[src/rtl/alu_pkg.sv]
// Shared width default and ALUoper encodings for the execute-stage ALU.
package alu_pkg;

   localparam int ALU_WIDTH = 32;

   localparam logic [2:0] OP_AND  = 3'b000;
   localparam logic [2:0] OP_OR   = 3'b001;
   localparam logic [2:0] OP_ADD  = 3'b010;
   localparam logic [2:0] OP_XOR  = 3'b011;
   localparam logic [2:0] OP_NOR  = 3'b100;
   localparam logic [2:0] OP_SLTU = 3'b101;
   localparam logic [2:0] OP_SUB  = 3'b110;
   localparam logic [2:0] OP_SLT  = 3'b111;

endpackage

[src/rtl/alu_addsub.sv]
// Shared adder: A+B when sub=0, A+~B+1 when sub=1; raw carry and signed overflow.
module alu_addsub #(
   parameter int WIDTH = 32
) (
   input  logic [WIDTH-1:0] A,
   input  logic [WIDTH-1:0] B,
   input  logic             sub,
   output logic [WIDTH-1:0] sum,
   output logic             carry,
   output logic             ovf
);

   logic [WIDTH-1:0] b_eff;
   logic [WIDTH:0]   full;

   always_comb begin
      b_eff = sub ? ~B : B;
      full  = {1'b0, A} + {1'b0, b_eff} + {{WIDTH{1'b0}}, sub};
      sum   = full[WIDTH-1:0];
      carry = full[WIDTH];
      // Operands of equal sign (after inversion) producing a result of the other sign.
      ovf   = (A[WIDTH-1] == b_eff[WIDTH-1]) && (sum[WIDTH-1] != A[WIDTH-1]);
   end

endmodule

[src/rtl/alu.sv]
// Registered 32-bit ALU: op mux over one shared add/sub, flags, one-cycle latency.
// Optional ALU_SAT_EN: ADD/SUB saturate on signed overflow instead of wrapping.
module alu
   import alu_pkg::*;
#(
   parameter int WIDTH = ALU_WIDTH
) (
   input  logic             clk,
   input  logic             rst,
   input  logic [WIDTH-1:0] Adat,
   input  logic [WIDTH-1:0] Bdat,
   input  logic [2:0]       ALUoper,
   output logic [WIDTH-1:0] Result,
   output logic             zero,
   output logic             carryout,
   output logic             overflow
);

   logic             sub;
   logic [WIDTH-1:0] sum;
   logic             carry;
   logic             ovf;

   logic [WIDTH-1:0] result_d, result_q;
   logic             zero_d, zero_q;
   logic             carry_d, carry_q;
   logic             ovf_d, ovf_q;

   assign sub = (ALUoper != OP_ADD);

   alu_addsub #(.WIDTH(WIDTH)) u_addsub (
      .A     (Adat),
      .B     (Bdat),
      .sub   (sub),
      .sum   (sum),
      .carry (carry),
      .ovf   (ovf)
   );

   always_comb begin
      result_d = '0;
      carry_d  = 1'b0;
      ovf_d    = 1'b0;
      case (ALUoper)
         OP_AND: result_d = Adat & Bdat;
         OP_OR:  result_d = Adat | Bdat;
         OP_XOR: result_d = Adat ^ Bdat;
         OP_NOR: result_d = ~(Adat | Bdat);
         OP_ADD, OP_SUB: begin
            result_d = sum;
            carry_d  = carry;
            ovf_d    = ovf;
`ifdef ALU_SAT_EN
            // Sign of A gives the direction of the overflow for both ADD and SUB.
            if (ovf)
               result_d = Adat[WIDTH-1] ? {1'b1, {(WIDTH-1){1'b0}}}
                                        : {1'b0, {(WIDTH-1){1'b1}}};
`endif
         end
         OP_SLTU: begin
            result_d = {{(WIDTH-1){1'b0}}, ~carry};
            carry_d  = carry;
         end
         OP_SLT: begin
            result_d = {{(WIDTH-1){1'b0}}, sum[WIDTH-1] ^ ovf};
            carry_d  = carry;
         end
         default: ;
      endcase
      zero_d = (result_d == '0);
   end

   always_ff @(posedge clk) begin
      if (rst) begin
         result_q <= '0;
         zero_q   <= 1'b1;
         carry_q  <= 1'b0;
         ovf_q    <= 1'b0;
      end else begin
         result_q <= result_d;
         zero_q   <= zero_d;
         carry_q  <= carry_d;
         ovf_q    <= ovf_d;
      end
   end

   assign Result   = result_q;
   assign zero     = zero_q;
   assign carryout = carry_q;
   assign overflow = ovf_q;

endmodule

[config.mk]
export PLATFORM = sky130hd
export DESIGN_NAME = alu
export DESIGN_NICKNAME = d
export VERILOG_FILES = /design/src/rtl/alu_pkg.sv /design/src/rtl/alu_addsub.sv /design/src/rtl/alu.sv
export SDC_FILE = /design/constraint.sdc
export NUM_CORES = 1
export LEC_CHECK = 0
export ABC_AREA = 1
export ABC_CLOCK_PERIOD_IN_PS = 5700
export BUFFER_PORTS_ARGS = -buffer_cell sky130_fd_sc_hd__buf_2
export CAP_MARGIN = 10
export CORE_ASPECT_RATIO = 2
export CORE_MARGIN = 2
export CORE_UTILIZATION = 45
export DETAILED_ROUTE_END_ITERATION = 10
export PLACE_DENSITY = 0.67
export SETUP_SLACK_MARGIN = 0.3
export SYNTH_ARGS = -nofsm -noshare
export SYNTH_HDL_FRONTEND = slang
export SYNTH_SLANG_ARGS = --single-unit
[constraint.sdc]
create_clock -name clk -period 5.7 [get_ports clk]
set_input_delay 1.14 -clock clk [delete_from_list [all_inputs] [get_ports clk]]
set_output_delay 1.14 -clock clk [all_outputs]
set_load 0.02 [all_outputs]
==> results by group, run 1 <==
Status
  • Status: completed

Power and ir drop
  • VDD IR max: 0.244 mV
  • Final Power: 1.16 mW
  • Sequential share of power: 0.235
  • Cell Pwr Density: 179 nW/um2
  • Lkg Pwr: 3.70 nW
  • Switching portion of total power: 0.446
  • Int Power: 642 uW
  • Combinational share of power: 0.540
  • Clock power share: 0.225
  • Switching power: just over 500 uW

Logic synthesis
  • Synthesized area per cell: 6.09 um2
  • Cell Area, Synth: 5690 um2
  • Synthesized Nets: 1102
  • Post-synth EDFFs: 0
  • Synth async-reset ratio: 0
  • Yosys warnings: 0
  • Synth cell types: 38
  • Post-synthesis cell count: around 930
  • Register area share after synthesis: 0.123
  • Most common flop cell mapped by yosys: dfxtp_1
  • Register bit total from synthesis: 35
  • Post-synth top area cell: ha_1
  • Synth top area cells: ha_1 22%, nand2_1 16%, dfxtp_1 12%, inv_1 9.6%, nor2_1 6.5%
  • Share of the synthesized area in the top cell type: 0.216

Routing
  • Routed wire per std cell: ~17 um
  • Initial DRC count: about 300
  • Final wirelength: 20.1 mm
  • DRT antenna net count: 0
  • Vias per cell: 5.29
  • Pre-antenna DRT Iters: 5
  • DRC errors left: 0
  • Via count: 6229

Global routing
  • Largest net degree at the start of global routing: 35
  • First-pass GRT wire length: 31.1 mm
  • GR Overflow Total: 0
  • Vias in the first global route: 6321
  • Tot GR Track Use: 0.293
  • Antenna violations before repair: 0

CTS
  • CTS resizes: 0
  • Clock-pin slew of the registers on the worst-case setup and hold paths: about 0.05 ns
  • Post-CTS setup buffer count: 0
  • CTS max path bufs: 2
  • Clk root buf: clkbuf_16
  • Hold-fix buffers at CTS: 0
  • CTS tree: yes
  • Number of buffers created by CTS: 5
  • Number of H-tree levels: 2
  • Clk sink count: 35

Placement
  • HPWL after DPL: 16.9 mm
  • # port buffers: around 100
  • Setup WS pre-CTS: 1.23 ns
  • Placed insts: 1170
  • GPL Wtd Cong: a little over 1

STA
  • Tightest Pin Transition: 0.758 ns
  • Setup violators final: 0
  • Final Max Tran Viols: 0
  • Period utilisation layout: 0.742
  • Setup slack after layout: ~1.5 ns
  • Setup_tns: 0 ns
  • Final hold vios: 0
  • Tmin final: 4.23 ns
  • RSZ-0062 raised after global routing: no
  • Relative slew slack: 0.493
  • Final hold slack: 1.22 ns
  • Max Fclk: 236 MHz

Setup path
  • Crit Path Max Fanout: 16
  • Arrival time worst endpoint: approximately 4.5 ns
  • Crit path top cell by count: nand2_1
  • CP max stage delay: roughly 0.40 ns
  • Worst path cell trace: buf_2, inv_4, nor2_8, nand2_2, buf_4, xor2_1, inv_1, ha_1, nand2_1, nor2_1, inv_1, o21ai_0, a21oi_1, nand2_1, nand2_2, nand2_1, nand2_1, nand2_1, nand4_1, nor2_1, nand3_1, nand2_1
  • Startpoint types: primary input
  • Crit. End Element: register
  • Slowest-stage cell, CP: buf_4
  • Crit path required time: around 5.9 ns
  • WS Path Type: primary input to register

Cells and area
  • N_diodes: 0
  • Layout cells sized above 1: 0.153
  • Fill cells: 1389
  • Commonest non-fill, non-tap cell in the layout: nand2_1
  • Synthesis-to-layout area growth: 14.1%
  • Nets: 1195
  • Finished Layout Cells: approximately 1200
  • Most frequent cells in the layout: 244 x nand2_1, 146 x inv_1, 103 x buf_2, 98 x nor2_1, 98 x ha_1

Floorplanning
  • I/O pins: 104
  • Chip width: 83.5 um
  • Die Area: approximately 14000 um2
  • Starting density of the core: 0.456
  • # rows: 58
  • Die Ht: 163 um
  • Core Area: between 10000 and 15000 um2

Job
  • Max-cap violations: 0

Min path
  • Hold Crit Class: primary input to register
## state kept, by name, indices dropped and copies added (netlist names)
register / flops
carryout: 1
Result: 32
overflow: 1
zero: 1
## critical path: cells and delay by family
kind / cells / cell delay (ns)
AO/OA/AOI/OAI: 2 / 0.48
AND/OR/NAND/NOR: 13 / 1.46
XOR/XNOR: 1 / 0.18
adder cells (fa/ha/maj): 1 / 0.35
buffers and inverters: 5 / 0.83
## layer usage
| layer | global-route usage | routed length [um] | up-vias |
|---|---|---|---|
| met2 | 0.587 | 11000 | 199 |
| met3 | 0.0258 | 668 | 81 |
| li1 | - | - | 3180 |
| met5 | 0 | 0 | - |
| met4 | 0.229 | 1810 | 0 |
| met1 | 0.260 | 6610 | 2769 |
## metrics by stage
step | instance area [um2] | utilization
floorplan | 5690 | -
global placement | 6340 | 0.508
detailed placement | 6340 | 0.508
CTS | 6490 | 0.520
finish | 6490 | 0.520
global route | 6490 | 0.520
## final timing paths
| path | startpoint | to | depth (start not counted) |
|---|---|---|---|
| worst max-delay path | ALUoper[1] | zero | 22 |
| worst min-delay path | Adat[31] | overflow | 4 |
## power groups by stage
stage / Sequential (mW) / Combinational [mW] / Clock, mW
2_1_floorplan: 0.307 / 0.382 / 0
3_5_place_dp: 0.278 / 0.620 / 0
6_report: 0.273 / 0.626 / 0.261
3_3_place_gp: 0.278 / 0.617 / 0
4_1_cts: 0.273 / 0.623 / 0.264
5_1_grt: 0.275 / 0.699 / 0.275
## logic make-up after synthesis
| family | synth area share |
|---|---|
| AOI/OAI and AO/OA | 0.145 |
| buffers and inverters | 0.117 |
| xor gates and xnor gates | 0.0477 |
| and+or+nand+nor | 0.348 |
| adders and majority gates | 0.219 |
| DFF | 0.123 |
## final cells by class
| class | count | area [um2] | area share |
|---|---|---|---|
| repair buffers | 110 | 568 | 0.0875 |
| flip-flops and latches | 35 | 701 | 0.108 |
| clock buffers | 6 | 139 | 0.0214 |
| inverters | 150 | 566 | 0.0872 |
| multi-input cells | 725 | 4320 | 0.666 |
| clock inverters | 1 | 5.00 | 0.000771 |
| well taps | 150 | 188 | 0.0289 |
## cell usage after synthesis, drive strengths merged (11+ instances only)
| cell type | count |
|---|---|
| clkbuf | 13 |
| nor2 | 99 |
| nand3 | 52 |
| buf | 11 |
| o21ai | 51 |
| inv | 148 |
| ha | 98 |
| or2 | 21 |
| dfxtp | 35 |
| xor2 | 31 |
| a211oi | 24 |
| nand2 | 255 |
| a21oi | 43 |
Note: power is estimated with default switching activity, not from simulation.
==> run 2: changes to the inputs <==
- ABC_CLOCK_PERIOD_IN_PS: 5700 -> 3900
- clock period: 5.7 -> 3.9 ns (I/O delays scaled with it)
==> results by group, run 2 (same netlist as run 1, synthesis figures left out) <==
Cells and area
  • Nets: 1213 (+1.5%)
  • Layout cells sized above 1: 0.189 (+0.0364)
  • Synthesis-to-layout area growth: 19.3%
  • Finished Core Util: 0.544 (+0.0239)
  • Commonest non-fill, non-tap cell in the layout: nand2_1
  • Fill cells: 1355 (-2.4%)
  • Most frequent cells in the layout: 238 x nand2_1, 146 x inv_1, 103 x buf_2, 95 x nor2_1, 94 x ha_1
  • Largest register FFs: 32 (unchanged)
  • N_diodes: 0 (unchanged)

Floorplanning
  • Starting density of the core: 0.456 (unchanged)
  • Chip width: 83.5 um (unchanged)
  • I/O pins: 104 (unchanged)
  • # rows: 58 (unchanged)
  • Die Ht: 163 um (unchanged)
  • Core Area: 12500 um2 (unchanged)
  • Die Area: 13600 um2 (unchanged)

CTS
  • Hold-fix buffers at CTS: 0 (unchanged)
  • Clk sink count: 35 (unchanged)
  • Clock-pin slew of the registers on the worst-case setup and hold paths: 0.06 ns (about the same)
  • CTS max path bufs: 2 (unchanged)
  • CTS tree: yes
  • Clk root buf: clkbuf_16
  • Number of buffers created by CTS: 5 (unchanged)
  • Number of H-tree levels: 2 (unchanged)

Power and ir drop
  • Lkg Pwr: 3.82 nW (+3.3%)
  • Cell Pwr Density: 269 nW/um2 (+51%)
  • VDD IR max: 0.382 mV (+57%)

STA
  • Final hold vios: 0 (unchanged)
  • Tmin final: 3.45 ns
  • RSZ-0062 raised after global routing: no
  • Period utilisation layout: 0.885
  • Setup violators final: 0 (unchanged)
  • Setup_tns: 0 ns (unchanged)
  • Max Fclk: slightly below 300 MHz
  • Relative slew slack: 0.477 (-0.0158)
  • Final Max Tran Viols: 0 (unchanged)
  • Tightest Pin Transition: 0.783 ns (+0.0249 ns)

Min path
  • Hold Crit Class: primary input to register

Placement
  • HPWL after DPL: 17.5 mm (+3.4%)
  • GPL Wtd Cong: 0.990 (-3.6%)
  • # port buffers: 103 (unchanged)

Routing
  • Final wirelength: 20.8 mm (+3.5%)
  • Met3 WL post-DR: 600 um (-10%)
  • DRT antenna net count: 0 (unchanged)
  • Wl on met1: 7.13 mm (+7.9%)
  • Via count: 6353 (+2.0%)
  • DRC errors left: 0 (unchanged)
  • Initial DRC count: 235 (-22%)
  • Wire length on met2: 11.3 mm (+2.3%)
  • Top sig layer: met4
  • Routed wire per std cell: 17.4 um (+1.8%)
  • Vias per cell: 5.31 (+0.37%)
  • Pre-antenna DRT Iters: 7 (+2)

Setup path
  • WS Path Type: primary input to register
  • Arrival time worst endpoint: 3.67 ns (-0.78 ns)
  • Crit. End Element: register
  • Crit Path Max Fanout: 13 (-3)
  • Crit path required time: 4.12 ns (-1.80 ns)
  • Startpoint types: primary input

Global routing
  • Largest net degree at the start of global routing: 35 (unchanged)
  • GR Overflow Total: 0 (unchanged)
  • Antenna violations before repair: 0 (unchanged)
  • Tot GR Track Use: 0.299 (+0.00558)
  • First-pass GRT wire length: 31.6 mm (+1.7%)
  • Vias in the first global route: 6208 (-1.8%)

Job
  • Max-cap violations: 0 (unchanged)

Status
  • Status: completed
==> run 2: cell types whose count changed in the layout (fill, tap and decap cells not counted), sizes merged <==
| cell | change |
|---|---|
| buf | +18 |
| bufinv | +1 |
==> run 2: critical path: stages <==
cell and delay [ns]:
buf_2 0.11, inv_4 0.06, nor2_8 0.11, nand2_2 0.12
buf_12 0.18, xor2_1 0.14, ha_1 0.41, nand2_1 0.22
nor3_1 0.23, nand2_1 0.11, nor3_1 0.19, nand2_2 0.14
nand2_1 0.12, nand2_2 0.08, nand2_1 0.06, nand2_1 0.05
nand2_1 0.08, nand4_1 0.15, nor2_1 0.18, nand3_1 0.09
nand2_1 0.06
==> run 2: final cells by class <==
| class | count | area [um2] | area share |
|---|---|---|---|
| multi-input combinational | 725 | 4420 | 0.651 |
| timing repair buffer | 128 | 741 | 0.109 |
| sequential | 35 | 701 | 0.103 |
| inverter | 150 | 566 | 0.0833 |
| tap | 150 | 188 | 0.0277 |
| clock buffer | 6 | 139 | 0.0205 |
| clock inverter | 2 | 35.0 | 0.00516 |
==> run 2: per-stage QoR <==
step	total power, mW	cell area, um2	cells	worst slack [ns]	hold WS, ns
floorplan	1.01	5690	934	0.417	0.953
global placement	1.34	6500	1188	0.0360	1.15
detailed placement	1.34	6500	1188	-0.0347	1.15
CTS	1.81	6680	1196	0.361	0.863
global route	1.96	6790	1196	0.304	0.893
finish	1.83	6790	1196	0.449	0.881
==> run 2: worst paths after layout <==
check / from / to / slack, ns / cells past startpoint
setup / recovery: ALUoper[1] / zero / 0.45 / 21
hold / removal: Adat[31] / overflow / 0.88 / 4
==> run 2: per-layer routing <==
metal | GRT usage | vias up
li1 | - | 3215
met2 | 0.602 | 195
met3 | 0.0208 | 73
met1 | 0.276 | 2870
met4 | 0.208 | 0
met5 | 0 | -
==> run 2: power breakdown <==
part           internal (mW)  switching [mW]  total (mW)
combinational          0.335           0.632       0.966
sequential             0.390         0.00842       0.399
clock                  0.318           0.146       0.463
total                   1.04           0.786        1.83
==> run 2: what timing repair did <==
action / CTS / global route
buffers inserted: 0 / 0
pin swaps: 0 / 1
endpoints found under the setup margin: 1 / 1
gates resized for setup: 1 / 28
==> run 3: changes to the inputs <==
- PLACE_DENSITY: 0.67 -> 0.66
- SYNTH_HIERARCHICAL: not set -> 1
==> results by group, run 3 <==
Setup path
  • Startpoint types: primary input
  • Crit. End Element: register
  • Arrival time worst endpoint: 3.79 ns (+0.12 ns)
  • Crit path required time: 4.13 ns (about the same)
  • WS Path Type: primary input to register
  • Crit Path Max Fanout: 8 (-5)

Cells and area
  • Most frequent cells in the layout: 227 x nand2_1, 182 x inv_1, 139 x nor2_1, 103 x buf_2, 93 x ha_1
  • N_diodes: 0 (unchanged)
  • Reg area: 701 um2 (unchanged)
  • Finished Core Util: 0.563 (+0.0193)
  • Area of the multi-input gates: 4810 um2 (+9.0%)
  • Nets: 1337 (+10%)
  • Synthesis-to-layout area growth: 22.1%
  • Design area: 7570 um2 (+11%)
  • Layout cells sized above 1: 0.223 (+0.0341)
  • Fill cells: 1392 (+2.7%)
  • Commonest non-fill, non-tap cell in the layout: nand2_1
  • Largest register FFs: 32 (unchanged)

Floorplanning
  • Starting density of the core: 0.461 (+0.00548)
  • Die Ht: 170 um (+4.3%)
  • # rows: 60 (+3.4%)
  • Core Area: 13400 um2 (+7.7%)
  • Chip width: 87.0 um (+4.2%)
  • Die Area: 14800 um2 (+8.6%)
  • I/O pins: 104 (unchanged)

Placement
  • Setup WS pre-CTS: -0.0425 ns (-0.00778 ns)
  • HPWL after DPL: 16.1 mm (-7.9%)
  • Placed cell area: 7100 um2 (+9.2%)
  • GPL Wtd Cong: 0.992 (+0.28%)
  • # port buffers: 103 (unchanged)

STA
  • Final Max Tran Viols: 0 (unchanged)
  • Final hold vios: 0 (unchanged)
  • Tightest Pin Transition: 0.606 ns (-0.177 ns)
  • RSZ-0062 raised after global routing: yes
  • Relative slew slack: 0.595 (+0.118)
  • Setup violators final: 0 (unchanged)
  • Period utilisation layout: 0.914 (+0.0290)
  • Tmin final: 3.56 ns (+0.113 ns)
  • Max Fclk: 281 MHz (-3.2%)
  • Final hold slack: 0.976 ns (+0.0948 ns)
  • Setup slack after layout: 0.336 ns (-0.113 ns)

Logic synthesis
  • Share of the synthesized area in the top cell type: 0.192 (-0.0238)
  • Synth cell types: 40 (+5.3%)
  • Count leader, synth: nand2_1
  • Commonest cells post-synth: 240 x nand2_1, 183 x inv_1, 151 x nor2_1
  • Post-synthesis cell count: 1037 (+11%)
  • Synth top area cells: ha_1 19%, nand2_1 15%, dfxtp_1 11%, inv_1 11%, nor2_1 9.1%
  • Yosys warnings: 6 (+6)
  • Post-synth EDFFs: 0 (unchanged)
  • Register area share after synthesis: 0.113 (-0.0101)
  • Most common flop cell mapped by yosys: dfxtp_1
  • Synth async-reset ratio: 0 (unchanged)
  • Register bit total from synthesis: 35 (unchanged)
  • Synthesized area per cell: 5.98 um2 (-1.9%)
  • Synthesized Nets: 1202 (+9.1%)
  • Post-synth top area cell: ha_1
  • Cell Area, Synth: 6200 um2 (+9.0%)

CTS
  • Number of H-tree levels: 2 (unchanged)
  • CTS tree: yes
  • Clk root buf: clkbuf_16
  • Clk sink count: 35 (unchanged)
  • Clock-pin slew of the registers on the worst-case setup and hold paths: 0.05 ns (about the same)
  • Number of buffers created by CTS: 5 (unchanged)
  • CTS max path bufs: 2 (unchanged)

Power and ir drop
  • VDD IR max: 0.145 mV (-62%)
  • Cell Pwr Density: 254 nW/um2 (-5.7%)
  • Lkg Pwr: 4.34 nW (+13%)

Routing
  • Initial DRC count: 285 (+21%)
  • Routed wire per std cell: 15.4 um (-12%)
  • DRT antenna net count: 0 (unchanged)
  • DRC errors left: 0 (unchanged)
  • Pre-antenna DRT Iters: 5 (-2)
  • Final wirelength: 20.4 mm (-2.0%)
  • Vias per cell: 5.16 (-2.8%)
  • Via count: 6856 (+7.9%)

Global routing
  • Antenna violations before repair: 0 (unchanged)
  • GR Overflow Total: 0 (unchanged)
  • Largest net degree at the start of global routing: 53 (+51%)
  • Vias in the first global route: 6494 (+4.6%)
  • First-pass GRT wire length: 31.4 mm (-0.54%)
  • Tot GR Track Use: 0.274 (-0.0248)

Status
  • Status: completed

Min path
  • Hold Crit Class: primary input to register

Job
  • Max-cap violations: 0 (unchanged)
## run 3: power breakdown
group	internal (mW)	total (mW)	switching (mW)
Sequential	0.391	0.398	0.00636
Combinational	0.439	1.15	0.713
Clock	0.232	0.373	0.141
## run 3: final timing paths
| path | startpoint | end | slack (ns) | cells past startpoint |
|---|---|---|---|---|
| worst max-delay path | ALUoper[0] | zero | 0.34 | 28 |
| worst min-delay path | ALUoper[1] | overflow | 0.98 | 4 |
## run 3: cell type report
cell class,instances,area share
Tap cell,155,0.0256
Timing Repair Buffer,160,0.133
Multi-Input combinational cell,783,0.636
Clock inverter,3,0.00198
Inverter,187,0.0938
Clock buffer,5,0.0165
Sequential cell,35,0.0926
## run 3: what timing repair did
| action | CTS | global route |
|---|---|---|
| pin swaps | 7 | 22 |
| hold buffers | 0 | 0 |
| gates resized for setup | 13 | 53 |
| setup endpoints to repair | 1 | 3 |
| cloned | 1 | 0 |
| buffers inserted | 6 | 4 |
## run 3: cells by family (layout without fill, tap and decap cells)
logic type | Yosys count | count (layout) | share of synthesized area
DFF | 35 | 35 | 0.113
and+or+nand+nor | 547 | 547 | 0.394
xor gates and xnor gates | 52 | 52 | 0.0735
AOI/OAI and AO/OA | 88 | 88 | 0.0781
buffers and inverters | 219 | 355 | 0.146
adders and majority gates | 96 | 96 | 0.195
## run 3: per-layer routing
layer	GRT usage	wire, um
met3	0.0131	624
met2	0.517	10900
met5	0	0
met1	0.287	7810
met4	0.164	1120
## run 3: per-stage QoR
stage | total power [mW] | TNS, ns | std cells
floorplan | 1.10 | 0 | 1037
CTS | 1.87 | 0 | 1324
finish | 1.92 | 0 | 1328
detailed placement | 1.46 | -0.0425 | 1309
global route | 2.06 | 0 | 1328
global placement | 1.46 | -0.0574 | 1309
## run 3: critical path: stages
cell and delay (ns):
buf_2 0.13, inv_6 0.06, nand2_4 0.05, inv_4 0.07, nand2_8 0.08, buf_12 0.16
xor2_1 0.16, ha_1 0.35, a21oi_2 0.23, inv_2 0.06, nor2_4 0.13, nand2_2 0.10
nand2_1 0.10, nand2_2 0.10, nand2_2 0.10, nand2_4 0.06, xor2_2 0.16, nand3_1 0.09
nand2_1 0.06, nor2_1 0.12, nand2_1 0.07, nand2_1 0.10, nand2_1 0.06, nor2_1 0.08
nand2_1 0.10, nor2_1 0.11, nand2_1 0.05, nand2_1 0.04
